## config.mk

```make
export PLATFORM = sky130hd
export DESIGN_NAME = ram_arbiter
export DESIGN_NICKNAME = d
export VERILOG_FILES = /design/src/rtl/ram_arbiter_pkg.sv /design/src/rtl/ram_arbiter_rr_pointer.sv /design/src/rtl/ram_arbiter.sv
export SDC_FILE = /design/constraint.sdc
export NUM_CORES = 1
export LEC_CHECK = 0
export CAP_MARGIN = 30
export CORE_MARGIN = 1.5
export CORE_UTILIZATION = 25
export CTS_BUF_LIST = sky130_fd_sc_hd__clkbuf_8
export DETAILED_ROUTE_END_ITERATION = 8
export DONT_BUFFER_PORTS = 1
export GPL_ROUTABILITY_DRIVEN = 1
export PLACE_DENSITY = 0.45
export SLEW_MARGIN = 20
export SYNTH_ARGS = -nofsm -noshare
export SYNTH_HDL_FRONTEND = slang
export SYNTH_SLANG_ARGS = --single-unit
```

## constraint.sdc

```tcl
create_clock -name clk -period 3.2 [get_ports clk]
set_input_delay 0.32 -clock clk [delete_from_list [all_inputs] [get_ports clk]]
set_output_delay 0.32 -clock clk [all_outputs]
set_load 0.005 [all_outputs]
```

## src/rtl/ram_arbiter_pkg.sv

```systemverilog
// Shared definitions for the two-port RAM arbiter: owner states, port indices
// and the burst-limit helper used by both the arbiter and its pointer block.
package ram_arbiter_pkg;

    typedef enum logic [1:0] {
        IDLE  = 2'd0,
        OWN_A = 2'd1,
        OWN_B = 2'd2
    } state_t;

    localparam logic PORT_A = 1'b0;
    localparam logic PORT_B = 1'b1;

    // Highest burst count value; the counter saturates here.
    function automatic logic [3:0] burst_limit(input int max_burst);
        return 4'(max_burst - 1);
    endfunction

endpackage

```

## src/rtl/ram_arbiter_rr_pointer.sv

```systemverilog
// Round-robin pointer (last port served) and per-owner burst counter.
module rr_pointer
    import ram_arbiter_pkg::*;
#(
    parameter int MAX_BURST = 4
) (
    input  logic       clk,
    input  logic       rst,
    input  logic       ce,
    input  logic       gnt_any,
    input  logic       gnt_port,
    input  logic       same_owner,
    output logic       ptr,
    output logic [3:0] burst_cnt
);

    localparam logic [3:0] CNT_LIMIT = burst_limit(MAX_BURST);

    always_ff @(posedge clk or negedge rst) begin
        if (!rst) begin
            ptr       <= PORT_B;
            burst_cnt <= '0;
        end else if (ce) begin
            if (gnt_any) ptr <= gnt_port;
            // Any edge that does not extend the current owner's run restarts it.
            if (gnt_any && same_owner) begin
                if (burst_cnt < CNT_LIMIT) burst_cnt <= burst_cnt + 4'd1;
            end else begin
                burst_cnt <= '0;
            end
        end
    end

endmodule

```

## src/rtl/ram_arbiter.sv

```systemverilog
// Two-port single-RAM arbiter: loader (A) and CPU (B) share one synchronous RAM
// with burst-limited round-robin ownership and a boot-time A-only mode.
module ram_arbiter
    import ram_arbiter_pkg::*;
#(
    parameter int ADDR_W    = 8,
    parameter int DATA_W    = 16,
    parameter int MAX_BURST = 4
) (
    input  logic              clk,
    input  logic              rst,
    input  logic              ce,
    input  logic              boot,
    input  logic              a_req,
    input  logic              a_rw,
    input  logic [ADDR_W-1:0] a_addr,
    input  logic [DATA_W-1:0] a_wdata,
    output logic              a_gnt,
    output logic              a_rvalid,
    output logic [DATA_W-1:0] a_rdata,
    input  logic              b_req,
    input  logic              b_rw,
    input  logic [ADDR_W-1:0] b_addr,
    input  logic [DATA_W-1:0] b_wdata,
    output logic              b_gnt,
    output logic              b_rvalid,
    output logic [DATA_W-1:0] b_rdata,
    output logic              ram_enable,
    output logic              ram_rw,
    output logic [ADDR_W-1:0] ram_addr,
    output logic [DATA_W-1:0] ram_in,
    input  logic [DATA_W-1:0] ram_out
);

    localparam logic [3:0] CNT_LIMIT = burst_limit(MAX_BURST);

    state_t          state, state_nxt;
    logic            pick, pick_port, gnt_any, gnt_port, same_owner;
    logic            a_elig, b_elig, at_limit, ptr, en;
    logic [3:0]      burst_cnt;
    logic [1:0][1:0] rv_pipe;   // [stage][port]
    logic            sel_rw;
    logic [ADDR_W-1:0] sel_addr;
    logic [DATA_W-1:0] sel_wdata;

    assign a_elig   = a_req;
    assign b_elig   = b_req & ~boot;
    assign at_limit = (burst_cnt >= CNT_LIMIT);

    always_ff @(posedge clk or negedge rst) begin
        if (!rst)    state <= IDLE;
        else if (ce) state <= state_nxt;
    end

    always_comb begin
        pick      = 1'b0;
        pick_port = PORT_A;
        case (state)
            OWN_A: begin
                if (a_elig) begin
                    pick      = 1'b1;
                    pick_port = (b_elig && at_limit) ? PORT_B : PORT_A;
                end else if (b_elig) begin
                    pick      = 1'b1;
                    pick_port = PORT_B;
                end
            end
            OWN_B: begin
                // boot masks b_elig, so B ownership lapses here during boot.
                if (b_elig) begin
                    pick      = 1'b1;
                    pick_port = (a_elig && at_limit) ? PORT_A : PORT_B;
                end else if (a_elig) begin
                    pick      = 1'b1;
                    pick_port = PORT_A;
                end
            end
            default: begin
                if (a_elig && b_elig) begin
                    pick      = 1'b1;
                    pick_port = ~ptr;
                end else if (a_elig || b_elig) begin
                    pick      = 1'b1;
                    pick_port = a_elig ? PORT_A : PORT_B;
                end
            end
        endcase
        gnt_any    = pick & ce;
        gnt_port   = pick_port;
        same_owner = (state == OWN_A && pick_port == PORT_A) ||
                     (state == OWN_B && pick_port == PORT_B);
        state_nxt  = IDLE;
        if (gnt_any) state_nxt = (pick_port == PORT_A) ? OWN_A : OWN_B;
    end

    rr_pointer #(.MAX_BURST(MAX_BURST)) u_rr (
        .clk        (clk),
        .rst        (rst),
        .ce         (ce),
        .gnt_any    (gnt_any),
        .gnt_port   (gnt_port),
        .same_owner (same_owner),
        .ptr        (ptr),
        .burst_cnt  (burst_cnt)
    );

    assign sel_rw    = (gnt_port == PORT_A) ? a_rw    : b_rw;
    assign sel_addr  = (gnt_port == PORT_A) ? a_addr  : b_addr;
    assign sel_wdata = (gnt_port == PORT_A) ? a_wdata : b_wdata;

    always_ff @(posedge clk or negedge rst) begin
        if (!rst) begin
            en       <= 1'b0;
            ram_rw   <= 1'b0;
            ram_addr <= '0;
            ram_in   <= '0;
            rv_pipe  <= '0;
        end else if (ce) begin
            en                 <= gnt_any;
            rv_pipe[0][PORT_A] <= gnt_any & (gnt_port == PORT_A) & ~sel_rw;
            rv_pipe[0][PORT_B] <= gnt_any & (gnt_port == PORT_B) & ~sel_rw;
            rv_pipe[1]         <= rv_pipe[0];
            if (gnt_any) begin
                ram_rw   <= sel_rw;
                ram_addr <= sel_addr;
                ram_in   <= sel_wdata;
            end
        end
    end

    assign ram_enable = en & ce;
    assign a_gnt      = gnt_any & (gnt_port == PORT_A) & rst;
    assign b_gnt      = gnt_any & (gnt_port == PORT_B) & rst;
    assign a_rvalid   = rv_pipe[1][PORT_A] & ce;
    assign b_rvalid   = rv_pipe[1][PORT_B] & ce;
    assign a_rdata    = a_rvalid ? ram_out : '0;
    assign b_rdata    = b_rvalid ? ram_out : '0;

endmodule

```

; ---- After elaboration in Yosys (flattened, before gate mapping)
; Cells that the tools add are included.
[word_totals]
register_bits = 37
in_bits = 72
out_inout_bits = 62
[classes]
addsub = 1
magnitude_cmp = 2
n_eq_ne = 3
mux = 24
n_bitwise = 15
reduce_logical = 10
[op_table]
columns = cell, count
row1 = two-way mux 16 bit, 3
row2 = two-way mux 1 bit, 14
row3 = AND 1 bit, 11
row4 = two-way mux 4 bit, 2
row5 = two-way mux 8 bit, 1
row6 = logical AND 1 bit, 6
row7 = "adder 4 x 1 -> 4 bit, second input constant", 1
row8 = ">= comparator 4 x 2 -> 1 bit, second input constant", 1
row9 = "less-than comparator 4 x 2 -> 1 bit, second input constant", 1
row10 = two-way mux 2 bit, 2
row11 = inverter 1 bit, 4
row12 = case mux 1 bit (2 select lines), 2
row13 = AND reduction 2 bit, 2
row14 = "== test 2 x 1 -> 1 bit, second input constant", 1
row15 = "== test 2 bit, second input constant", 1
row16 = logical OR 1 bit, 2
row17 = "inequality test 2 bit, second input constant", 1

; ---- Logic depth before layout (Yosys ltp)
[logic_depth]
depth_word = 12
depth_mapped = 9
mapped_depth_nobuf = 7

; ---- Cells and area by module
; From an unflattened synthesis, not the netlist that was laid out.
[hier_totals]
hier_cells = 238
hier_area_um2 = 2162.1
[by_module_without_submodules]
columns = module, instances, cells_each, area_per_inst_um2
row1 = ram_arbiter, 1, 220, 1935.6
row2 = rr_pointer, 1, 18, 226.5

; ---- Worst setup path before layout
; Ideal clock, no wire load.
[synth_timing]
path_type = reg2out
start = register state[0]
end = output a_gnt
arrival_ns = 2.035
required_ns = 2.880
setup_slack_ns = 0.845
path_stages_with_launch = 9
n_path_buf = 1
cell_sequence = dfrtp_1 -> inv_1 -> ha_1 -> or2b_2 -> or3_1 -> and3b_2 -> nor2_4 -> buf_2 -> and2_1
[synth_via]
elab_chain_cells = 5
elab_cells_between_ends = 8
classes_between = eq/ne: 2 / mux: 2 / bitwise: 4
[synth_rtl]
columns = item, line
row1 = from (decl), ram_arbiter.sv:37  ; state_t state, state_nxt;
row2 = from (signal assigned), ram_arbiter.sv:52  ; else if (ce) state <= state_nxt;
row3 = == test 2 bit or == test 2 x 1 -> 1 bit (tied branches), ram_arbiter.sv:58  ; case (state)
row4 = case mux 1 bit (2 select lines), ram_arbiter.sv:58
row5 = AND 1 bit or inverter 1 bit (tied branches), "ram_arbiter.sv:88, ram_arbiter.sv:132"
row6 = AND 1 bit * (2 in a row), ram_arbiter.sv:132  ; assign a_gnt = gnt_any & (gnt_port == PORT_A) & rst;
row7 = to (decl), ram_arbiter.sv:18  ; output logic a_gnt,
; Every way passes the cells marked *; elsewhere a longest branch is shown, timed or not.

; ---- Worst setup path in the final report
[layout_timing]
start = register u_rr.burst_cnt[0]
end = output b_gnt
[layout_via]
elab_chain_cells = 7
elab_cells_between_ends = 10
classes_between = order compare: 1 / mux: 5 / bitwise: 2 / reduce/logical: 2
[layout_rtl]
columns = item, line
row1 = from (decl), ram_arbiter_rr_pointer.sv:14  ; output logic [3:0] burst_cnt
row2 = from (signal assigned), ram_arbiter_rr_pointer.sv:27  ; if (burst_cnt < CNT_LIMIT) burst_cnt <= burst_cnt + 4'd1;
row3 = >= comparator 4 x 2 -> 1 bit *, ram_arbiter.sv:48  ; assign at_limit = (burst_cnt >= CNT_LIMIT);
row4 = logical AND 1 bit (on tied branches), "ram_arbiter.sv:72, ram_arbiter.sv:62"
row5 = two-way mux 1 bit (on tied branches), "ram_arbiter.sv:72, ram_arbiter.sv:62"
row6 = two-way mux 1 bit (on tied branches), "ram_arbiter.sv:70, ram_arbiter.sv:60"
row7 = case mux 1 bit (2 select lines) *, ram_arbiter.sv:58
row8 = AND 1 bit * (2 in a row), ram_arbiter.sv:133  ; assign b_gnt = gnt_any & (gnt_port == PORT_B) & rst;
row9 = to (decl), ram_arbiter.sv:25  ; output logic b_gnt,
; Marked as above.

==> results by group <==
Run status
  – Status: finished clean

Routing
  – Drc violations: 0
  – Routed WL: between 4 and 5 mm
  – Drt wl/cell: ~16 um
  – Post-DRT Antenna Nets: 0
  – Vias: 1469
  – Initial drt markers: 45
  – Via density: ~5.2
  – Drt pass-1 iters: 4

Clock tree
  – Clock Sink Count: 37
  – CTS root buffer: clkbuf_8
  – H-tree levels: 2
  – Setup bufs post-CTS: 0
  – CTS buffer count: 5
  – CTS tree: done
  – Post-CTS sizing: 0
  – Clock insertion delay at the later pin of the skew report: 0.29 ns
  – Hold buffer count at CTS: 2
  – Worst-path clk slew: roughly 0.080 ns
  – Max clock buf depth: 2

Synth
  – Largest family of logic cells by synthesized area: simple AND/OR/NAND/NOR gates
  – Synth Area in Compound Gates: between 10% and 20%
  – Share of synthesized registers carrying an async set or reset: 100%
  – Top-count cell post-synth: dfrtp_1
  – Adder-cell share of the synthesized area: under 10%
  – Top cells by count, synth: 36 x dfrtp_1, 33 x and3_1, 24 x a221o_1
  – Syn Nets: 257
  – Mux share of post-synthesis cell area: around 1.1%
  – Seq/Total Area, Yosys: roughly 47%
  – Syn_area_per_cell: around 11 um2
  – Post-Syn Instances: 182
  – Post-Synth Simple-Gate Area: a little over a quarter
  – Mapped cell area: 1980 um2
  – Post-synth EDFFs: 0
  – Top FF cell, synth: dfrtp_1
  – Ys Warns: 0
  – Area contributors post-synth: dfrtp_1 46%, a221o_1 12%, and3_1 10%, and2_0 5.1%, and2_2 3.8%
  – Cell taking the most area after synthesis: dfrtp_1
  – Synth cell types: 41
  – Synth Area in XOR/XNOR: 0%
  – Share of the synthesized area in the top cell type: 45.5%
  – Yosys reg bits: 37

Floorplanning
  – Core ar.: just under 8000 um2
  – # IOs: approximately 130
  – Die ar.: between 8000 and 9000 um2
  – Initial core utilization: 25.7%
  – Die Width: 92.0 um
  – Rows: 32
  – Die Y: a little over 90 um

Setup path
  – Worst Path Required: between 2 and 3 ns
  – Crit start category: flop
  – Worst-path fanout max: 28
  – Crit path DAT: between 2 and 3 ns
  – Setup CP Type: flop to output pin
  – CP bufs+invs: 0
  – Endpoint type of the worst setup path: output pin
  – CP Cell Sequence: ha_1 > nor3_1 > o311a_1 > and4b_1 > and2_2
  – Slowest CP cell: and4b_1
  – Slowest stage delay, CP: around 0.79 ns
  – Cell family with most CP delay: simple AND/OR/NAND/NOR gates

Placement
  – Port Buffers: 0
  – Place WS: around 0.6 ns
  – HPWL after detailed placement: just over 3 mm
  – Routability cong.: ~0.77

STA
  – Final Setup Violations: 0
  – Final slew viol count: 0
  – Worst-Margin Slew: about 0.88 ns
  – RSZ-0062 raised after global routing: false
  – Period Utilization, post-route: about nine tenths
  – Clk_skew: a little over 0.007 ns
  – FMAX: 0.340 GHz
  – Min Tclk post-route: 2.94 ns
  – Worst setup margin: between 0.2 and 0.3 ns
  – Hold slack final: about 0.13 ns
  – Rel. slew slack: between 40% and 50%
  – Setup_tns: 0 ns
  – Final Hold Viols: 0

Finish
  – Nets: 253
  – Fraction of layout cells with a size suffix above 1: about 17%
  – Area Overhead vs Synth: 8.47%
  – # diodes: 0

Global route
  – Vias in the first global route: 1483
  – First-pass GRT wire length: 7.06 mm
  – Initial antenna violation count: 0
  – Largest net degree at the start of global routing: 47
  – GRT Residual Overflow: 0
  – Tot GR Track Use: between 10% and 20%

Power
  – Power Density: roughly 500 nW/um2
  – LEAKAGE: around 0.0010 uW
  – Maximum vdd ir drop: between 0.15 and 0.2 mV

Flow run
  – Max_cap viols: 0

Hold path
  – HP Class: input port to flop
## power breakdown
part / total (uW) / internal [uW] / switching, uW
Clock: 319 / 148 / 171
Sequential: 597 / 536 / 60.7
Combinational: 159 / 84.3 / 75.2
Total: 1070 / 768 / 307
## metrics by stage
| stage | instances | util [%] | total power [uW] | instance area [um2] |
|---|---|---|---|---|
| 6_report | 281 | 27.9 | 1070 | 2150 |
| 3_5_place_dp | 271 | 26.5 | 753 | 2030 |
| 2_1_floorplan | 182 | - | 723 | 1980 |
| 3_3_place_gp | 271 | 26.5 | 754 | 2030 |
| 4_1_cts | 281 | 27.9 | 1090 | 2150 |
| 5_1_grt | 281 | 27.9 | 1140 | 2150 |
## placed cells by master, fill, tap and decap left out, types with 2 or more instances in the layout
master and count:
dfrtp_1 36, a21o_1 2, nor2_1 3, buf_4 2, clkbuf_8 5, and3_1 33, clkinv_2 2, and2_2 10
inv_1 7, a221o_1 24, and2_0 16, nor3_1 2, and2_1 5, ha_1 3, mux2_2 2
## final timing paths
| check | endpoint | slack (ns) | from | cells after the start |
|---|---|---|---|---|
| max in group asynchronous | u_rr.ptr | 2.45 | rst | 2 |
| min in group asynchronous | ram_addr[7] | 0.50 | rst | 2 |
| setup reg to reg | ram_in[14] | 0.58 | state[0] | 7 |
| setup / recovery | b_gnt | 0.26 | u_rr.burst_cnt[0] | 5 |
| hold / removal | u_rr.burst_cnt[1] | 0.13 | ce | 1 |
| hold reg to reg | en | 0.48 | en | 1 |
## metal layers
metal / part of all wire, % / GRT usage, %
met5: 0 / 0
met3: 8.2 / 3.40
met1: 42 / 12.3
met4: 1.7 / 3.97
met2: 48 / 18.7
## flip-flops by register name (all words and copies together), names as in the netlist
name and flops:
rv_pipe 4, u_rr.ptr 1, en 1, ram_rw 1
ram_in 16, state 2, ram_addr 8, u_rr.burst_cnt 4
## worst register-to-register path, cell delays in order (launching register included)
cell and delay [ns]:
dfrtp_1 0.35, inv_1 0.06, ha_1 0.32, or2b_2 0.33
or3_1 0.32, and4b_1 0.51, and2_2 0.35, a221o_1 0.26
## cells by family (layout without fill, tap and decap cells)
| logic type | after synthesis | in the layout |
|---|---|---|
| flops | 37 | 37 |
| buf+inv | 21 | 18 |
| fa+ha+maj | 3 | 3 |
| mux | 2 | 2 |
| simple gates | 79 | 79 |
| compound gates | 40 | 40 |
## area by class of cell
type	count	area (um2)
clock buffers	5	68.8
clock inverters	3	13.8
fillers	802	5540
inverters	6	22.5
multi-input cells	124	942
flip-flops and latches	37	927
well taps	102	128
repair buffers	4	45.0
(Power assumes the default switching activity.)
